### src/rtl/imm_encoder.sv
// Packs an immediate into a base instruction word (I/S/U/B/J formats) through a
// 2-stage valid/ready pipeline, flagging immediates the format cannot represent.
module imm_encoder (
  input  logic        clk,
  input  logic        rst_n,
  input  logic        in_valid,
  output logic        in_ready,
  input  logic [1:0]  imm_src,
  input  logic        u_sel,
  input  logic [31:0] imm,
  input  logic [31:0] base_instr,
  output logic        out_valid,
  input  logic        out_ready,
  output logic [31:0] instr_out,
  output logic        range_err,
  output logic [7:0]  err_count
);

  typedef enum logic [1:0] {
    IMM_I  = 2'b00,
    IMM_SU = 2'b01,
    IMM_B  = 2'b10,
    IMM_J  = 2'b11
  } imm_src_e;

  logic        r_s1_valid;
  imm_src_e    r_s1_src;
  logic        r_s1_usel;
  logic [31:0] r_s1_imm;
  logic [31:0] r_s1_base;
  logic        r_s1_err;

  logic        w_s2_load;
  logic        w_range_err;
  logic [31:0] w_packed;

  assign w_s2_load = !out_valid || out_ready;
  assign in_ready  = !r_s1_valid || w_s2_load;

  // Representability check on the incoming request; the result rides along in S1.
  // NOTE: every always_comb output gets a default first so no path infers a latch.
  always_comb begin
    w_range_err = 1'b0;
    case (imm_src)
      IMM_I:  w_range_err = !(&imm[31:11] || ~|imm[31:11]);
      IMM_SU: w_range_err = u_sel ? |imm[11:0] : !(&imm[31:11] || ~|imm[31:11]);
      IMM_B:  w_range_err = !(&imm[31:12] || ~|imm[31:12]) || imm[0];
      IMM_J:  w_range_err = !(&imm[31:20] || ~|imm[31:20]) || imm[0];
      default: w_range_err = 1'b0;
    endcase
  end

  always_comb begin
    w_packed = r_s1_base;
    case (r_s1_src)
      IMM_I: w_packed[31:20] = r_s1_imm[11:0];
      IMM_SU: begin
        if (r_s1_usel) begin
          w_packed[31:12] = r_s1_imm[31:12];
        end else begin
          w_packed[31:25] = r_s1_imm[11:5];
          w_packed[11:7]  = r_s1_imm[4:0];
        end
      end
      IMM_B: begin
        w_packed[31]    = r_s1_imm[12];
        w_packed[30:25] = r_s1_imm[10:5];
        w_packed[11:8]  = r_s1_imm[4:1];
        w_packed[7]     = r_s1_imm[11];
      end
      IMM_J: begin
        w_packed[31]    = r_s1_imm[20];
        w_packed[30:21] = r_s1_imm[10:1];
        w_packed[20]    = r_s1_imm[11];
        w_packed[19:12] = r_s1_imm[19:12];
      end
      default: ;
    endcase
  end

  // NOTE: state is updated with non-blocking assignments so every register samples
  // the pre-edge values of the others, independent of block ordering.
  // NOTE: S1 payload is reset too, so the packer never sees X after reset even
  // though only the valid bit is functionally required to clear.
  always_ff @(posedge clk or negedge rst_n) begin
    if (!rst_n) begin
      r_s1_valid <= 1'b0;
      r_s1_src   <= IMM_I;
      r_s1_usel  <= 1'b0;
      r_s1_imm   <= '0;
      r_s1_base  <= '0;
      r_s1_err   <= 1'b0;
    end else if (in_ready) begin
      r_s1_valid <= in_valid;
      if (in_valid) begin
        r_s1_src  <= imm_src_e'(imm_src);
        r_s1_usel <= u_sel;
        r_s1_imm  <= imm;
        r_s1_base <= base_instr;
        r_s1_err  <= w_range_err;
      end
    end
  end

  always_ff @(posedge clk or negedge rst_n) begin
    if (!rst_n) begin
      out_valid <= 1'b0;
      instr_out <= '0;
      range_err <= 1'b0;
    end else if (w_s2_load) begin
      out_valid <= r_s1_valid;
      if (r_s1_valid) begin
        instr_out <= w_packed;
        range_err <= r_s1_err;
      end
    end
  end

  always_ff @(posedge clk or negedge rst_n) begin
    if (!rst_n) begin
      err_count <= '0;
    end else if (out_valid && out_ready && range_err && (err_count != 8'hFF)) begin
      err_count <= err_count + 8'd1;
    end
  end

endmodule

### config.mk
export PLATFORM = sky130hd
export DESIGN_NAME = imm_encoder
export DESIGN_NICKNAME = d
export VERILOG_FILES = /design/src/rtl/imm_encoder.sv
export SDC_FILE = /design/constraint.sdc
export NUM_CORES = 1
export LEC_CHECK = 0
export BUFFER_PORTS_ARGS = -buffer_cell sky130_fd_sc_hd__buf_4
export CELL_PAD_IN_SITES_DETAIL_PLACEMENT = 1
export CELL_PAD_IN_SITES_GLOBAL_PLACEMENT = 1
export CORE_MARGIN = 1
export CORE_UTILIZATION = 41
export DETAILED_ROUTE_END_ITERATION = 8
export HOLD_SLACK_MARGIN = 0.02
export PLACE_DENSITY_LB_ADDON = 0.1
export SKIP_CTS_REPAIR_TIMING = 1
export SYNTH_ARGS = -nofsm -noshare
export SYNTH_HDL_FRONTEND = slang
export SYNTH_SLANG_ARGS = --single-unit
export TNS_END_PERCENT = 50
### constraint.sdc
create_clock -name clk -period 2.2 [get_ports clk]
set_clock_uncertainty 0.05 [all_clocks]
set_input_delay 0.22 -clock clk [delete_from_list [all_inputs] [get_ports clk]]
set_output_delay 0.22 -clock clk [all_outputs]
set_load 0.05 [all_outputs]
==> reports/results.ini, run 1 <==
[status]
status=completed

[logic_synthesis]
synthSimpleGateAreaFrac=0.151
yosysUniqueCellTypes=40
synth_flop_cell=dfrtp_1
synth-edff-count=0
yosysSeqAreaShare=0.579
synth_top_family_by_area=simple AND/OR/NAND/NOR gates
synthAdderAreaFrac=0.0195
netlist_area_um2=4490
synth_area_per_cell_um2=10.9
muxShareOfSynthArea=0.103
synthArstFlopShare=1.00
synth_compound_area_frac=0.110
ys_ff_latch=104
synth_xor_area_frac=0.0136
synth_cells=413
synth_warnings=0
syn_nets=491

[critical_path]
cp.arrival_ns=2.18
worstPathCellList=inv_1, ha_1, inv_2, nor2_1, or4_1, a22oi_1, o21ai_1
critPathBufInv=2
cp.depth=7
startpoint=r_s1_src[1]$_DFFE_PN0P_
reg2reg_from=r_s1_src[1]$_DFFE_PN0P_
slowest_stage=or4_1
worstPathRequired_ns=2.40
reg2reg_slack_ns=0.22
r2r-end=instr_out[25]$_DFFE_PN0P_
crit_type=reg2reg
cp-endpoint=instr_out[25]$_DFFE_PN0P_
critical_path.max_fanout=6
slowest_delay_ns=0.59
startpoint_type=flop
reg2regPathDepth=7
worstSetupEndpointType=flop
cpLargestDelayFamily=simple AND/OR/NAND/NOR gates

[cells_and_area]
final_util=0.559
drive_gt1_frac=0.244
areaGrowthSynthToFinish_pct=30.3
final_nets=619
num-fill-cells=1188
final_cells=681
diodes=0
fin_area_um2=5850

[route]
wl_per_cell_um=16.8
dr.pass1.iters=5
routed.top_layer=met4
routed-wl-met3_um=414
finalWirelength_mm=11.5
ant_nets=0
wl_met2_mm=5.79
dr.first_iter.drc_count=130
viasPerCell=5.18
drc=0
wl_met1_mm=5.12
vias=3530

[placed_design]
port_buffers=106
dpl.hpwl_mm=8.04
dp_cells=642
dpl_cell_area_um2=5450
place_congestion=0.778

[pwr]
intPower_uw=3400
p_sw_uw=2260
swShare=0.400
power_uw=5660
pwr-share-seq=0.449
ir_drop_uv=655
clockPowerShare=0.189
p_per_area_nw_per_um2=968
combPwrFrac=0.362
p_leak_uw=0.00276

[sta]
layout_worst_path_cycle_share=0.902
fmax_mhz=504
tns_ns=0
fin_crit_ns=1.98
hold_viol=0
rsz0062_at_grt=false
relSlewSlack=0.625
finalSetupViolCount=0
worstMarginPinSlew_ns=0.560
finalMaxSlewViolations=0

[clock_network]
cts_tree=built
htreeDepth=3
cts_made_buffers=9
clkLatencyLatePin_ns=0.36
cts.path.max_buffers=2
clk_pin_slew_ns=0.09
clkSinkCount=104
root_buffer=clkbuf_8

[worst_hold_path]
hold_path_class=in2reg
holdPathStages=3

[global_routing]
grt_overflow=0
grt_usage=0.212
grt_max_degree=105
grt_pass1_vias=3585
antenna_found_initial=0
grt_first_pass_wirelength_mm=18.6

[job]
maxCapViolations=0

[floorplan]
start_util=0.429
core_area_um2=10500
boundaryPins=114
rows=37
die_w_um=107
die_area_um2=11400
die_y_um=107

final cells by class:
type                            instances  area (um^2)  area share
Timing Repair Buffer                  135         1110       0.190
Inverter                                5         18.8     0.00321
Tap cell                              136          170      0.0291
Clock buffer                           11          131      0.0225
Clock inverter                          4         31.3     0.00535
Sequential cell                       104         2600       0.445
Multi-Input combinational cell        286         1790       0.305
cell usage after synthesis (2+ instances only):
| library cell | n | share of area |
|---|---|---|
| nand2_1 | 113 | 0.094 |
| clkbuf_1 | 7 | 0.0059 |
| buf_4 | 3 | 0.0050 |
| inv_1 | 4 | 0.0033 |
| ha_1 | 7 | 0.019 |
| mux2_1 | 41 | 0.10 |
| nor4_1 | 6 | 0.0084 |
| a21oi_1 | 12 | 0.013 |
| dfrtp_1 | 104 | 0.58 |
| nand2b_1 | 4 | 0.0056 |
| or4_1 | 3 | 0.0050 |
| o21ai_1 | 27 | 0.030 |
| nand3_1 | 2 | 0.0022 |
| a22oi_1 | 21 | 0.035 |
| nand4_1 | 7 | 0.0097 |
| xnor2_1 | 6 | 0.012 |
| and3_1 | 5 | 0.0070 |
| nor2_1 | 6 | 0.0050 |
| buf_2 | 7 | 0.0078 |
| and2_1 | 4 | 0.0056 |
| o21ai_0 | 5 | 0.0056 |
how the worst min path moves through the flow:
stage / end / startpoint
5_1_grt: r_s1_imm[7]$_DFFE_PN0P_ / imm[7]
6_report: r_s1_base[9]$_DFFE_PN0P_ / base_instr[9]
2_1_floorplan: err_count[0]$_DFFE_PN0P_ / rst_n
4_1_cts: instr_out[13]$_DFFE_PN0P_ / rst_n
3_3_place_gp: r_s1_base[13]$_DFFE_PN0P_ / rst_n
3_5_place_dp: instr_out[13]$_DFFE_PN0P_ / rst_n
layout by cell type (no fill, tap or decap), types with 2 or more instances in the layout:
master | Yosys | routed
ha_1 | 7 | 7
a22oi_1 | 21 | 21
nand2_1 | 113 | 112
dlygate4sd3_1 | 0 | 24
nand2_2 | 1 | 2
o21ai_0 | 5 | 5
clkbuf_1 | 7 | 2
buf_4 | 3 | 108
or4_1 | 3 | 3
buf_12 | 0 | 3
dfrtp_1 | 104 | 104
inv_1 | 4 | 4
o21ai_1 | 27 | 27
nand2b_1 | 4 | 4
nor2_1 | 6 | 6
xnor2_1 | 6 | 6
and2_1 | 4 | 3
nor4_1 | 6 | 6
clkinvlp_4 | 0 | 3
nand3_1 | 2 | 2
clkbuf_8 | 0 | 9
a21oi_1 | 12 | 12
and3_1 | 5 | 5
nand4_1 | 7 | 7
mux2_1 | 41 | 41
power groups by stage:
stage	logic, uW	clock network [uW]	registers [uW]
finish	2050	1070	2540
global route	2200	1180	2590
CTS	2040	1100	2550
detailed placement	2030	0	2590
global placement	1990	0	2560
floorplan	594	0	3280
flip-flops by register name, indices dropped and copies added, names as in the netlist:
| register | flops |
|---|---|
| r_s1_src | 2 |
| err_count | 8 |
| r_s1_base | 25 |
| instr_out | 32 |
| range_err | 1 |
| r_s1_err | 1 |
| r_s1_valid | 1 |
| out_valid | 1 |
| r_s1_usel | 1 |
| r_s1_imm | 32 |
cell families (layout without fill, tap and decap cells):
| logic type | count (synthesis) | after routing |
|---|---|---|
| AND/OR/NAND/NOR | 154 | 154 |
| flip-flops | 104 | 104 |
| AO/OA/AOI/OAI | 77 | 77 |
| multiplexers | 41 | 41 |
| buffers and inverters | 23 | 155 |
| adder cells (fa/ha/maj) | 7 | 7 |
| XOR/XNOR | 7 | 7 |
worst min-delay path, stage by stage:
cell,delay (ns)
buf_4,0.08
nand2_1,0.04
nand2_1,0.05
per-stage QoR:
stage,hold WS [ns],worst slack [ns]
detailed placement,0.286,0.250
CTS,-0.124,0.244
global route,0.0213,0.0938
global placement,0.287,0.315
finish,0.0142,0.216
floorplan,-0.126,0.179
layer usage:
metal / up-vias / global-route usage
met1: 1767 / 0.281
li1: 1687 / -
met3: 10 / 0.0328
met2: 66 / 0.354
met5: - / 0
met4: 0 / 0.0724
No activity file was read; power rests on OpenSTA's default activity.
==> inputs of run 2 (changes only) <==
- SETUP_SLACK_MARGIN: default -> 0.3
- SLEW_MARGIN: default -> 20
==> reports/results.ini, run 2 (synthesis results as in run 1) <==
[clock_network]
clk_pin_slew_ns=0.11
root_buffer=clkbuf_8
clkLatencyLatePin_ns=0.37
cts_tree=built
htreeDepth=3
cts_made_buffers=9
cts.path.max_buffers=2
clkSinkCount=104

[sta]
finalSetupViolCount=0
relSlewSlack=0.643
finalMaxSlewViolations=0
worstMarginPinSlew_ns=0.536
layout_worst_path_cycle_share=0.823
fin_crit_ns=1.81
fmax_mhz=552
rsz0062_at_grt=false
tns_ns=0
hold_viol=0

[critical_path]
startpoint=r_s1_src[0]$_DFFE_PN0P_
cp-endpoint=instr_out[30]$_DFFE_PN0P_
reg2reg_from=r_s1_src[0]$_DFFE_PN0P_
critPathBufInv=1
slowest_stage=or4_4
cp.arrival_ns=2.03
reg2reg_slack_ns=0.39
worstSetupEndpointType=flop
cp.depth=5
worstPathRequired_ns=2.41
r2r-end=instr_out[30]$_DFFE_PN0P_
slowest_delay_ns=0.62
reg2regPathDepth=5
cpLargestDelayFamily=simple AND/OR/NAND/NOR gates
worstPathCellList=inv_1, ha_1, or4_4, a22oi_1, o21ai_1
crit_type=reg2reg
critical_path.max_fanout=6
startpoint_type=flop

[global_routing]
grt_pass1_vias=3716
grt_max_degree=54
grt_overflow=0
antenna_found_initial=0
grt_first_pass_wirelength_mm=18.9
grt_usage=0.216

[pwr]
power_uw=5980
ir_drop_uv=605
p_leak_uw=0.00281
p_per_area_nw_per_um2=1010

[floorplan]
die_y_um=107
die_w_um=107
boundaryPins=114
rows=37
core_area_um2=10500
start_util=0.429
die_area_um2=11400

[route]
viasPerCell=5.14
dr.first_iter.drc_count=122
routed-wl-met3_um=394
finalWirelength_mm=11.7
dr.pass1.iters=4
vias=3509
wl_met1_mm=5.30
ant_nets=0
drc=0
wl_per_cell_um=17.2
routed.top_layer=met4
wl_met2_mm=5.89

[cells_and_area]
num-fill-cells=1167
final_util=0.567
areaGrowthSynthToFinish_pct=32.1
top_regs=instr_out x32, r_s1_imm x32, r_s1_base x25
multi_input_area_um2=1800
diodes=0
drive_gt1_frac=0.269
final_nets=620
final_cell_mix=nand2_1 (112), buf_4 (112), dfrtp_1 (100)
seqCellArea_um2=2610

[worst_hold_path]
hold_path_class=in2reg

[status]
status=completed

[placed_design]
dpl.hpwl_mm=8.40
place_congestion=0.792
port_buffers=106

[job]
maxCapViolations=0

-- run 2: stage by stage --
stage                     setup WS [ns]  area [um^2]  std cells  hold slack (ns)
after floorplan                   0.331         4500        413           -0.126
after global placement            0.297         5480        645            0.179
after detailed placement          0.239         5480        645            0.182
after CTS                         0.234         5700        661           -0.230
after global routing              0.299         5930        683           0.0207
final                             0.388         5930        683          0.00661
-- run 2: layer usage --
layer	GRT usage	up-vias
li1	-	1688
met1	0.276	1733
met3	0.0304	13
met4	0.0714	0
met5	0	-
met2	0.376	75
-- run 2: cell type report --
cell class,instances,share of cell area
tap,136,0.0287
sequential,104,0.439
clock inverter,7,0.0169
multi-input combinational,286,0.304
clock buffer,9,0.0209
inverter,5,0.00316
timing repair buffer,136,0.187
-- run 2: how the worst min path moves through the flow --
| stage | startpoint | end | depth (start not counted) | slack, ns |
|---|---|---|---|---|
| 6_report | base_instr[9] | r_s1_base[9]$_DFFE_PN0P_ | 3 | 0.007 |
| 2_1_floorplan | rst_n | err_count[0]$_DFFE_PN0P_ | 0 | -0.13 |
| 5_1_grt | imm[14] | r_s1_imm[14]$_DFFE_PN0P_ | 2 | 0.02 |
| 3_3_place_gp | rst_n | instr_out[15]$_DFFE_PN0P_ | 1 | 0.18 |
| 3_5_place_dp | rst_n | instr_out[13]$_DFFE_PN0P_ | 1 | 0.18 |
| 4_1_cts | rst_n | instr_out[13]$_DFFE_PN0P_ | 1 | -0.23 |
-- run 2: worst min-delay path: stages --
cell,delay [ns]
buf_4,0.08
nand2_1,0.04
nand2_1,0.05
-- run 2: where the power goes --
group          internal [uW]  switching [uW]
Clock                    654             701
Combinational            716            1360
Sequential              2290             263
Total                   3660            2320
==> inputs of run 3 (changes only) <==
- ABC_AREA: default -> 1
- CORE_UTILIZATION: 41 -> 39
- clock period: 2.2 -> 1.73 ns (I/O delays scaled with it)
==> reports/results.ini, run 3 <==
[status]
status=finished with violations
violations=DRC, hold timing

[clock_network]
clkLatencyLatePin_ns=0.34
cts_tree=built
cts.path.max_buffers=2
clk_pin_slew_ns=0.07
clkSinkCount=104
root_buffer=clkbuf_16
cts_made_buffers=9
htreeDepth=3

[worst_hold_path]
hold_start=base_instr[5]
hold_path_class=in2reg

[route]
wl_per_cell_um=16.5
dr.first_iter.drc_count=155
viasPerCell=4.99
vias=4297
dr.pass1.iters=7
drc=9
ant_nets=0
finalWirelength_mm=14.2

[global_routing]
grt_first_pass_wirelength_mm=21.7
grt_overflow=0
grt_usage=0.221
antenna_found_initial=0
grt_pass1_vias=4293
grt_max_degree=56

[logic_synthesis]
synth_top_area_frac=0.549
synth_warnings=0
ys_ff_latch=104
synth_flop_cell=dfrtp_1
netlist_area_um2=4740
synth_cells=573
yosysUniqueCellTypes=32
syn_nets=651
synth_area_leader_cell=dfrtp_1
synth-edff-count=0
synthTopCellsByArea=dfrtp_1 (55%), nand2_1 (17%), nor2_1 (4.5%), inv_1 (3.2%), o21ai_0 (3.2%)
yosysSeqAreaShare=0.549
synth_commonest_cells=nand2_1 (221), dfrtp_1 (104), nor2_1 (57)
synth_area_per_cell_um2=8.28
synthArstFlopShare=1.00
yosysMostFrequentCell=nand2_1

[placed_design]
dpl.hpwl_mm=9.92
place_congestion=0.865
dpl_cell_area_um2=5760
port_buffers=106

[cells_and_area]
drive_gt1_frac=0.277
areaGrowthSynthToFinish_pct=37.4
final_nets=791
final_cell_mix=nand2_1 (215), buf_4 (121), dfrtp_1 (95)
final_common_cell=nand2_1
diodes=0
fin_area_um2=6520
top_regs=instr_out x32, r_s1_imm x32, r_s1_base x25

[sta]
finalSetupViolCount=0
finalMaxSlewViolations=0
fmax_mhz=629
fin_crit_ns=1.59
layout_worst_path_cycle_share=0.919
worstMarginPinSlew_ns=0.446
relSlewSlack=0.702
hold_viol=3
rsz0062_at_grt=true
hold_ws_ns=-0.00609

[floorplan]
core_area_um2=11600
die_w_um=112
die_y_um=112
rows=39
die_area_um2=12600
boundaryPins=114
start_util=0.409

[critical_path]
worstPathRequired_ns=1.90
cpLargestDelayFamily=flip-flops
crit_type=reg2reg
reg2reg_from=r_s1_src[0]$_DFFE_PN0P_
startpoint_type=flop
startpoint=r_s1_src[0]$_DFFE_PN0P_
cp.arrival_ns=1.76
critPathBufInv=1
worstSetupEndpointType=flop
slowest_delay_ns=0.45
critical_path.max_fanout=6
slowest_stage=dfrtp_2
worstPathCellList=ha_1, inv_2, nand4_4, a221oi_2, nor2_1

[job]
maxCapViolations=0

[pwr]
p_leak_uw=0.00320
p_per_area_nw_per_um2=1350
ir_drop_uv=509

## run 3: changes by cell type after synthesis, sizes merged, moves of 8 or more
cell / change
a22oi: -21
inv: +38
nor2: +55
nand3: +15
buf: +8
a31oi: +10
mux2: -40
nand2: +111
## run 3: cell families (layout without fill, tap and decap cells)
kind of cell / after synthesis / count (layout) / synth area share
muxes: 1 / 1 / 0.00237
buffers and inverters: 63 / 208 / 0.0580
xor gates and xnor gates: 7 / 7 / 0.0129
and+or+nand+nor: 312 / 312 / 0.267
adders and majority gates: 7 / 7 / 0.0185
DFF: 104 / 104 / 0.549
AOI/OAI and AO/OA: 79 / 79 / 0.0926
## run 3: area by class of cell
type	instances	area [um^2]
clock inverters	5	33.8
clock buffers	11	233
repair buffers	148	1210
well taps	143	179
fillers	1384	5100
flip-flops and latches	104	2610
inverters	43	175
repair inverters	1	7.51
multi-input cells	406	2060
## run 3: final timing paths
check	to	slack, ns	depth (start not counted)
setup / recovery	instr_out[26]$_DFFE_PN0P_	0.14	5
hold / removal	r_s1_base[5]$_DFFE_PN0P_	-0.006	3
setup reg to reg	instr_out[26]$_DFFE_PN0P_	0.14	5
hold reg to reg	instr_out[4]$_DFFE_PN0P_	0.41	2
max in group asynchronous	r_s1_src[1]$_DFFE_PN0P_	0.78	3
min in group asynchronous	err_count[2]$_DFFE_PN0P_	0.27	2
## run 3: stage by stage
| stage | worst slack [ns] | util | instances | TNS (ns) | power [uW] |
|---|---|---|---|---|---|
| 2_1_floorplan | 0.0895 | - | 573 | 0 | 5510 |
| 3_3_place_gp | 0.0735 | 0.496 | 812 | 0 | 6570 |
| 3_5_place_dp | -0.0333 | 0.496 | 812 | -0.0947 | 6680 |
| 6_report | 0.141 | 0.561 | 861 | 0 | 8800 |
| 4_1_cts | -0.0262 | 0.519 | 828 | -0.108 | 8580 |
| 5_1_grt | 0.0874 | 0.561 | 861 | 0 | 9230 |
## run 3: report_power, final
part / switching (uW) / internal (uW)
Combinational: 2360 / 1150
Sequential: 428 / 2990
Clock: 890 / 975
## run 3: metal layers
layer  track usage  vias up  wire, um
li1              -     2090         -
met1         0.303     2098      6500
met2         0.364       97      6920
met3        0.0362       12       596
met4        0.0649        0       199
met5             0        -         0
## run 3: worst reg2reg max path, cell delays in order, from the launching register on
cell	delay (ns)
dfrtp_2	0.45
ha_1	0.31
inv_2	0.13
nand4_4	0.16
a221oi_2	0.29
nor2_1	0.08
